File: config.mk
export PLATFORM = sky130hd
export DESIGN_NAME = mem_interface_tracked
export DESIGN_NICKNAME = d
export VERILOG_FILES = /design/src/rtl/mem_interface_tracked.sv
export SDC_FILE = /design/constraint.sdc
export NUM_CORES = 1
export LEC_CHECK = 0
export BUFFER_PORTS_ARGS = -buffer_cell sky130_fd_sc_hd__buf_2
export CORE_UTILIZATION = 56
export DETAILED_ROUTE_END_ITERATION = 6
export PLACE_DENSITY = 0.9
export SETUP_SLACK_MARGIN = 0.05
export SYNTH_ARGS = -nofsm -noshare
export SYNTH_HDL_FRONTEND = slang
export SYNTH_SLANG_ARGS = --single-unit
File: constraint.sdc
create_clock -name clk -period 4.1 [get_ports clk]
set_clock_uncertainty 0.15 [all_clocks]
set_input_delay 0.615 -clock clk [delete_from_list [all_inputs] [get_ports clk]]
set_output_delay 0.615 -clock clk [all_outputs]
set_load 0.01 [all_outputs]
File: src/rtl/mem_interface_tracked.sv
// Start-bit serial memory link controller.
// TX: frames a command as start bit, header cycles and a variable-length payload onto tx_pins.
// RX: detects start bits on rx_pins and deframes a short or long payload.
// Tracks issued-but-unanswered commands and holds off new commands while the count is full.
module mem_interface_tracked #(
  parameter int IO_BITS            = 2,
  parameter int HEADER_CYCLES      = 1,
  parameter int MAX_PAYLOAD_CYCLES = 8,
  parameter int RX_SHORT_CYCLES    = 2,
  parameter int RX_LONG_CYCLES     = 8,
  parameter int MAX_OUTSTANDING    = 3,
  localparam int TX_CMD_BITS       = IO_BITS * HEADER_CYCLES,
  localparam int CW                = $clog2(MAX_PAYLOAD_CYCLES + 1),
  localparam int OW                = $clog2(MAX_OUTSTANDING + 1)
) (
  input  logic                   clk,
  input  logic                   reset_n,
  input  logic                   tx_command_valid,
  input  logic [TX_CMD_BITS-1:0] tx_command,
  input  logic [CW-1:0]          tx_len,
  output logic                   tx_command_started,
  output logic                   tx_active,
  input  logic [IO_BITS-1:0]     tx_data,
  output logic                   tx_data_next,
  output logic [CW-1:0]          tx_counter,
  output logic                   tx_done,
  output logic [OW-1:0]          outstanding,
  output logic                   rx_started,
  output logic [IO_BITS-1:0]     rx_sbs,
  output logic                   rx_long,
  output logic                   rx_data_valid,
  output logic [CW-1:0]          rx_counter,
  output logic                   rx_done,
  output logic                   rx_unexpected,
  output logic [IO_BITS-1:0]     tx_pins,
  input  logic [IO_BITS-1:0]     rx_pins
);

  localparam int HW = (HEADER_CYCLES > 1) ? $clog2(HEADER_CYCLES) : 1;

  typedef enum logic [1:0] {TX_IDLE, TX_HDR, TX_PAY} tx_state_e;
  typedef enum logic       {RX_IDLE, RX_DATA}        rx_state_e;

  tx_state_e              tx_state_q, tx_state_d;
  logic [TX_CMD_BITS-1:0] tx_cmd_q, tx_cmd_d;
  logic [CW-1:0]          tx_len_q, tx_len_d;
  logic [HW-1:0]          hdr_cnt_q, hdr_cnt_d;
  logic [CW-1:0]          pay_cnt_q, pay_cnt_d;
  rx_state_e              rx_state_q, rx_state_d;
  logic [IO_BITS-1:0]     rx_sbs_q, rx_sbs_d;
  logic [CW-1:0]          rx_cnt_q, rx_cnt_d;
  logic [OW-1:0]          outstanding_q, outstanding_d;

  logic          start;
  logic          hdr_last;
  logic          pay_last;
  logic          rx_last;
  logic [CW-1:0] rx_n;

  // Frame boundaries and the start decision; a full tracker still admits a start when a response completes.
  assign rx_n     = rx_sbs_q[IO_BITS-1] ? CW'(RX_LONG_CYCLES) : CW'(RX_SHORT_CYCLES);
  assign rx_last  = (rx_state_q == RX_DATA) && (rx_cnt_q == rx_n - CW'(1));
  assign hdr_last = (tx_state_q == TX_HDR) && (hdr_cnt_q == HW'(HEADER_CYCLES - 1));
  assign pay_last = (tx_state_q == TX_PAY) && (pay_cnt_q == tx_len_q - CW'(1));
  assign start    = reset_n && (tx_state_q == TX_IDLE) && tx_command_valid &&
                    ((outstanding_q < OW'(MAX_OUTSTANDING)) || rx_last);

  // TX state register and frame context
  // NOTE: non-blocking assignments in clocked blocks so every flop samples pre-edge values.
  always_ff @(posedge clk or negedge reset_n) begin
    if (!reset_n) begin
      tx_state_q <= TX_IDLE;
      tx_cmd_q   <= '0;
      tx_len_q   <= '0;
      hdr_cnt_q  <= '0;
      pay_cnt_q  <= '0;
    end else begin
      tx_state_q <= tx_state_d;
      tx_cmd_q   <= tx_cmd_d;
      tx_len_q   <= tx_len_d;
      hdr_cnt_q  <= hdr_cnt_d;
      pay_cnt_q  <= pay_cnt_d;
    end
  end

  // TX next state: command and length are captured only in the start cycle
  // NOTE: defaults first so every path assigns every variable and no latch is inferred.
  always_comb begin
    tx_state_d = tx_state_q;
    tx_cmd_d   = tx_cmd_q;
    tx_len_d   = tx_len_q;
    hdr_cnt_d  = hdr_cnt_q;
    pay_cnt_d  = pay_cnt_q;
    case (tx_state_q)
      TX_IDLE: begin
        if (start) begin
          tx_state_d = TX_HDR;
          tx_cmd_d   = tx_command;
          tx_len_d   = tx_len;
          hdr_cnt_d  = '0;
        end
      end
      TX_HDR: begin
        if (hdr_last) begin
          pay_cnt_d  = '0;
          tx_state_d = (tx_len_q == '0) ? TX_IDLE : TX_PAY;
        end else begin
          hdr_cnt_d = hdr_cnt_q + HW'(1);
        end
      end
      TX_PAY: begin
        if (pay_last) begin
          tx_state_d = TX_IDLE;
          pay_cnt_d  = '0;
        end else begin
          pay_cnt_d = pay_cnt_q + CW'(1);
        end
      end
      default: tx_state_d = TX_IDLE;
    endcase
  end

  // TX outputs: start bit on pin 0, header slices LSBs first, then payload straight from tx_data
  always_comb begin
    tx_command_started = 1'b0;
    tx_active          = 1'b0;
    tx_data_next       = 1'b0;
    tx_counter         = '0;
    tx_done            = 1'b0;
    tx_pins            = '0;
    case (tx_state_q)
      TX_IDLE: begin
        tx_command_started = start;
        tx_pins            = IO_BITS'(start);
      end
      TX_HDR: begin
        tx_active = 1'b1;
        tx_pins   = tx_cmd_q[int'(hdr_cnt_q) * IO_BITS +: IO_BITS];
        tx_done   = hdr_last && (tx_len_q == '0);
      end
      TX_PAY: begin
        tx_active    = 1'b1;
        tx_data_next = 1'b1;
        tx_pins      = tx_data;
        tx_counter   = pay_cnt_q;
        tx_done      = pay_last;
      end
      default: ;
    endcase
  end

  // RX state register, latched start bits and payload index
  always_ff @(posedge clk or negedge reset_n) begin
    if (!reset_n) begin
      rx_state_q <= RX_IDLE;
      rx_sbs_q   <= '0;
      rx_cnt_q   <= '0;
    end else begin
      rx_state_q <= rx_state_d;
      rx_sbs_q   <= rx_sbs_d;
      rx_cnt_q   <= rx_cnt_d;
    end
  end

  // RX next state: start bits are only looked for while idle, so payload never restarts a frame
  always_comb begin
    rx_state_d = rx_state_q;
    rx_sbs_d   = rx_sbs_q;
    rx_cnt_d   = rx_cnt_q;
    case (rx_state_q)
      RX_IDLE: begin
        if (rx_pins != '0) begin
          rx_state_d = RX_DATA;
          rx_sbs_d   = rx_pins;
          rx_cnt_d   = '0;
        end
      end
      RX_DATA: begin
        if (rx_last) begin
          rx_state_d = RX_IDLE;
          rx_cnt_d   = '0;
        end else begin
          rx_cnt_d = rx_cnt_q + CW'(1);
        end
      end
      default: rx_state_d = RX_IDLE;
    endcase
  end

  // RX outputs
  always_comb begin
    rx_started    = reset_n && (rx_state_q == RX_IDLE) && (rx_pins != '0);
    rx_data_valid = (rx_state_q == RX_DATA);
    rx_counter    = (rx_state_q == RX_DATA) ? rx_cnt_q : '0;
    rx_done       = rx_last;
    rx_sbs        = rx_sbs_q;
    rx_long       = rx_sbs_q[IO_BITS-1];
  end

  // Outstanding tracker: a start and a matched response in the same cycle cancel out
  always_comb begin
    outstanding_d = outstanding_q;
    rx_unexpected = rx_last && (outstanding_q == '0);
    case ({start, rx_last && (outstanding_q != '0)})
      2'b10:   outstanding_d = outstanding_q + OW'(1);
      2'b01:   outstanding_d = outstanding_q - OW'(1);
      default: outstanding_d = outstanding_q;
    endcase
  end

  // Outstanding count register
  always_ff @(posedge clk or negedge reset_n) begin
    if (!reset_n) outstanding_q <= '0;
    else          outstanding_q <= outstanding_d;
  end

  assign outstanding = outstanding_q;

endmodule
==> impl_metrics.csv, run 1 <==
group,metric,value,unit
floorplan,core,0.00225,sq mm
timing,slew_violations,0,
power_and_ir_drop,power_leakage,0.833,nW
power_and_ir_drop,power_density,761,mW/mm^2
routing,drt_first_pass_iters,4,
clocking,cts_resized,0,
yosys,synthXorXnorAreaFrac,6.38,%
layout,final_cells,197,
yosys,async_flop_share,100,%
yosys,ys.flop_type,"dfrtp_1",
routing,wl_per_cell,14.3,microns
timing,hold_viol,0,
layout,final_cell_mix,"buf_2, dfrtp_1, nand2_1, ha_1",
floorplan,die_h,51.5,microns
timing,layout_min_cycle_time,2800,ps
routing,drt-initial-drc-count,15,
routing,drt-total-wl,2.83,mm
layout,nNetsFinal,192,
yosys,netlist_area,0.00137,sq mm
timing,setup_viol,0,
yosys,netlist_instances,133,
floorplan,die_w,51.5,microns
clocking,cts_setup_buffers,0,
run,drv_cap,0,
clocking,clock-sinks,22,
floorplan,die_area,0.00266,sq mm
timing,post-route-period-util,68.3,%
global_routing,grt_pass1_wl,4.62,mm
routing,drcViolationCount,0,
clocking,clk_latency,310,ps
layout,antenna_cells,0,
clocking,cts-root-buf,"clkbuf_4",
clocking,cts_tree,"yes",
layout,layout_commonest_cell,"buf_2",
timing,rsz0062_at_grt,"no",
timing,finalWorstSetupSlack,1300,ps
critical_path,cp_data_arrival_time,2040,ps
yosys,synthMuxAreaShare,9.11,%
clocking,cts_buffers,3,
global_routing,antenna_found_initial,0,
routing,vias,1092,
timing,tns,0,ps
placement,place_ws,1360,ps
run_status,status,"complete, no violations",
global_routing,grt_overflow,0,
layout,nFillCells,169,
yosys,syn_nets,155,
yosys,synthAdderAreaFrac,8.20,%
routing,detail-route-antenna-nets,0,
critical_path,critPathLaunchType,"flip-flop",
yosys,synth_edf_count,0,
yosys,ys.warnings.count,0,
layout,drive_above_1_share,31.4,%
critical_path,crit_fanout,10,
yosys,synth_top_family_by_area,"simple AND/OR/NAND/NOR gates",
timing,tightestPinTransition,588,ps
floorplan,ios,36,
timing,relSlewSlack,60.4,%
placement,routabilityCongestion,0.796,
yosys,syn_avg_cell_area,10.3,sq um
critical_path,critical_path_class,"reg2out",
layout,syn2layout_area_growth,16.8,%
timing,max_freq,357,MHz
global_routing,grt.total_usage,23.7,%
yosys,ys_ff_latch,22,
floorplan,row_count,17,
clocking,path_clk_slew,120,ps
global_routing,grt_pass1_vias,1045,
clocking,clockBufferDepth,2,
yosys,seq_area_frac_synth,40.1,%
clocking,cts_hold_buf,0,
floorplan,initial_core_util,60.9,%
placement,io_buffers,35,
global_routing,grt_max_degree,25,
clocking,htree_num_levels,1,
critical_path,crit_required,3340,ps
placement,dp_hpwl,2.17,mm
routing,via_per_inst,5.54,
critical_path,critPathCaptureType,"primary output",
min_path,hold_class,"in2async",
placement,dpl.cell_count,193,
power_and_ir_drop,irDropWorstVdd,0.000494,V
yosys,synthSimpleGateAreaFrac,19.9,%
yosys,ys_types,31,
yosys,synth_compound_area_share,13.4,%
## metrics by stage
step                      util, %  hold slack, ps  power (W)  area (sq um)
after floorplan                 -             169   0.000918          1370
after global placement       69.6             310    0.00106          1570
after detailed placement     69.6             312    0.00110          1570
after CTS                    71.2             119    0.00123          1610
after global routing         71.2             125    0.00132          1610
final                        71.2             103    0.00122          1610
## registers in the layout, indices dropped and copies added (netlist names)
| signal | flops |
|---|---|
| rx_cnt_q | 4 |
| tx_state_q | 2 |
| rx_sbs | 2 |
| pay_cnt_q | 4 |
| rx_data_valid | 1 |
| tx_cmd_q | 2 |
| hdr_cnt_q | 1 |
| tx_len_q | 4 |
| outstanding | 2 |
## report_power, final
| group | internal, W | switching [W] |
|---|---|---|
| clock | 0.0000542 | 0.0000655 |
| sequential | 0.000308 | 0.000132 |
| combinational | 0.000322 | 0.000340 |
## synthesized netlist by cell type, types with 2 or more instances
cell type | count | area [sq um]
nor3b_1 | 3 | 22.5
mux2i_1 | 2 | 20.0
o211ai_2 | 2 | 25.0
xnor2_1 | 6 | 52.6
xor2_1 | 4 | 35.0
and2_1 | 7 | 43.8
ha_1 | 9 | 113
and3_1 | 2 | 12.5
nand3_1 | 4 | 20.0
nand2_1 | 13 | 48.8
mux2_4 | 7 | 105
inv_1 | 7 | 26.3
o21ai_0 | 6 | 30.0
nor3_1 | 6 | 30.0
a22o_1 | 2 | 17.5
nand2b_1 | 2 | 12.5
nor2_1 | 6 | 22.5
a21oi_1 | 4 | 20.0
nor2b_1 | 5 | 31.3
dfrtp_1 | 22 | 551
clkbuf_1 | 2 | 7.51
a22oi_1 | 3 | 22.5
## worst paths after layout
path / startpoint / to / slack [ps] / depth (start not counted)
max in group asynchronous: reset_n / outstanding[0] / 3360 / 1
hold / removal: reset_n / pay_cnt_q[2] / 100 / 1
setup / recovery: rx_cnt_q[1] / tx_pins[0] / 1300 / 6
min in group clk: rx_sbs[0] / rx_sbs[0] / 340 / 2
setup reg to reg: rx_cnt_q[1] / outstanding[1] / 1810 / 7
hold reg to reg: rx_sbs[0] / rx_sbs[0] / 340 / 2
## critical path, stage by stage (launching register included)
cell,delay (ps)
dfrtp_1,460
nor3_1,290
o211ai_2,200
a31oi_4,310
nand2_4,150
a21oi_1,160
buf_2,150
## layer usage
layer  vias to the layer above  global-route usage [%]  wire length [microns]
met5                         -                       0                      0
met4                         0                    8.11                     31
li1                        529                       -                      -
met2                        27                    40.9                   1430
met3                         4                    3.51                     86
met1                       532                    30.2                   1280
## kinds of logic after synthesis
group	after synthesis
DFF	22
buffers and inverters	10
adders and majority gates	9
muxes	9
and+or+nand+nor	51
xor gates and xnor gates	10
AOI/OAI and AO/OA	22
## final cells by class
cell class / instances / area [sq um] / area share (%)
repair buffers: 35 / 175 / 10.9
multi-input cells: 101 / 782 / 48.7
inverters: 7 / 26.3 / 1.64
clock buffers: 4 / 36.3 / 2.26
flip-flops and latches: 22 / 551 / 34.3
well taps: 28 / 35.0 / 2.18
Power figures use the tool's default switching activity.
==> run 2: changes to the inputs <==
CORE_UTILIZATION = 47   (was 56)
PLACE_DENSITY = 0.81   (was 0.9)
clock period = 2.27 ns   (was 4.1 ns; I/O delays follow)
==> run 2 against run 1 <==
Against the previous run:
- the flow now finishes with violations (setup timing)
- sequential share of layout area fell by 4.8 points
- routed wire length rose by 15%
- die area rose by 18%
- non-clock buffer count rose by 20
- highest routed layer unchanged
==> impl_metrics.csv, run 2 (synthesized netlist as in run 1, its figures left out) <==
group,metric,value,unit
floorplan,core,0.00276,sq mm
floorplan,initial_core_util,49.8,%
clocking,cts-root-buf,"clkbuf_4",
clocking,cts_tree,"yes",
layout,nNetsFinal,212,
timing,rsz0062_at_grt,"yes",
critical_path,crit_fanout,2,
power_and_ir_drop,power_leakage,0.954,nW
floorplan,row_count,19,
floorplan,die_area,0.00314,sq mm
run,drv_cap,0,
placement,dpl-instance-area,0.00160,sq mm
global_routing,grt_max_degree,24,
global_routing,grt.total_usage,21.3,%
run_status,status,"finished, violations left",
placement,dp_hpwl,2.16,mm
timing,finalWorstSetupSlack,-32.5,ps
routing,vias,1190,
min_path,hold_class,"in2reg",
timing,max_freq,434,MHz
critical_path,cp_data_arrival_time,1810,ps
layout,postLayoutCellArea,0.00188,sq mm
routing,drt_first_pass_iters,4,
floorplan,die_h,56.1,microns
layout,antenna_cells,0,
timing,hold_viol,0,
timing,layout_min_cycle_time,2300,ps
routing,drt-total-wl,3.25,mm
power_and_ir_drop,power_density,1490,mW/mm^2
floorplan,die_w,56.1,microns
min_path,holdPathStages,2,
routing,via_per_inst,5.41,
placement,routabilityCongestion,0.849,
placement,dpl.cell_count,199,
timing,tightestPinTransition,624,ps
timing,post-route-period-util,101,%
clocking,htree_num_levels,1,
floorplan,ios,36,
layout,final_cell_mix,"buf_2, dfrtp_1, buf_4, nand2_1",
critical_path,crit_required,1780,ps
critical_path,rr_worst_depth,9,
power_and_ir_drop,irDropWorstVdd,0.00106,V
placement,io_buffers,35,
global_routing,grt_pass1_wl,5.25,mm
global_routing,use_met1,25.0,%
timing,setup_viol,1,
global_routing,grt_use_met3,2.79,%
global_routing,grtUsageMet2,39.3,%
clocking,path_clk_slew,130,ps
timing,slew_violations,0,
layout,final_cells,220,
layout,syn2layout_area_growth,36.9,%
layout,nFillCells,213,
critical_path,critPathLaunchType,"flip-flop",
global_routing,grt_overflow,0,
run_status,violations,"setup timing",
routing,drcViolationCount,0,
layout,reg_top3,"pay_cnt_q: 4 flops, rx_cnt_q: 4 flops, tx_len_q: 4 flops",
clocking,clk_latency,310,ps
global_routing,grt-busiest-layer,"met2",
critical_path,critical_path_class,"reg2out",
clocking,cts_buffers,3,
clocking,clockBufferDepth,2,
routing,drt-initial-drc-count,34,
layout,layout_commonest_cell,"buf_2",
routing,wl_per_cell,14.8,microns
layout,post-route-util,68.2,%
critical_path,critPathCaptureType,"primary output",
global_routing,antenna_found_initial,0,
clocking,clock-sinks,22,
timing,relSlewSlack,57.9,%
routing,detail-route-antenna-nets,0,
global_routing,grt_pass1_vias,1175,
layout,drive_above_1_share,46.6,%
run 2: cell types whose count changed in the layout (fill, tap and decap cells not counted), moves of 2 or more:
cell     previous run  this run
buf_4               0        18
dfrtp_1            22        19
dfrtp_2             0         3
ha_1                9         5
ha_2                0         2
ha_4                0         2
nor3_1              6         4
nor3_4              0         2
xnor2_1             6         3
xnor2_2             0         2
run 2: stage by stage:
| stage | hold WS (ps) | TNS (ps) | power [W] | setup WS [ps] |
|---|---|---|---|---|
| floorplan | -105 | 0 | 0.00166 | 217 |
| global placement | 230 | 0 | 0.00195 | 117 |
| detailed placement | 234 | 0 | 0.00202 | 75.0 |
| CTS | 88.1 | -19.7 | 0.00264 | -19.7 |
| global route | 72.4 | -159 | 0.00299 | -151 |
| finish | 104 | -32.5 | 0.00279 | -32.5 |
run 2: power by group:
part           internal (W)  switching [W]  leakage, nW
logic              0.000904       0.000812        0.659
clock network      0.000179       0.000120       0.0279
registers          0.000562       0.000218        0.268
total               0.00164        0.00115        0.954
run 2: layout make-up:
cell class                 count  area [sq um]  share of cell area (%)
clock inverter                 1          30.0                    1.60
multi-input combinational    101           877                    46.6
timing repair buffer          55           332                    17.6
sequential                    22           554                    29.5
clock buffer                   3          22.5                    1.20
tap                           31          38.8                    2.06
inverter                       7          26.3                    1.40
run 2: final timing paths:
kind	from	end	slack, ps
max reg2reg	rx_cnt_q[2]	outstanding[1]	160
min reg2reg	rx_sbs[0]	rx_sbs[0]	350
max in group asynchronous	reset_n	rx_cnt_q[1]	1370
max	tx_len_q[0]	tx_done	-30
min	tx_len[0]	tx_len_q[0]	100
min in group asynchronous	reset_n	hdr_cnt_q	400
run 2: routing by layer:
metal	part of all wire, %	wire [microns]	vias to the layer above
met5	0	0	-
met4	1.5	50	0
met3	3.0	99	6
met2	55	1780	33
met1	41	1330	578
li1	-	-	573
run 2: critical path, stage by stage (launching register included):
cell and delay (ps):
dfrtp_1 410, inv_2 60, ha_4 170, xnor2_4 130, xnor2_2 170, nor3_2 200
a22oi_1 120, nor2b_1 110, buf_2 130
run 2: repair_timing:
action / in CTS / in global routing
endpoints found under the setup margin: 3 / 6
setup buffers: 7 / 9
resized for setup: 16 / 5
hold endpoints to repair: 22 / 0
hold buffers: 1 / 0
pin swaps: 9 / 5
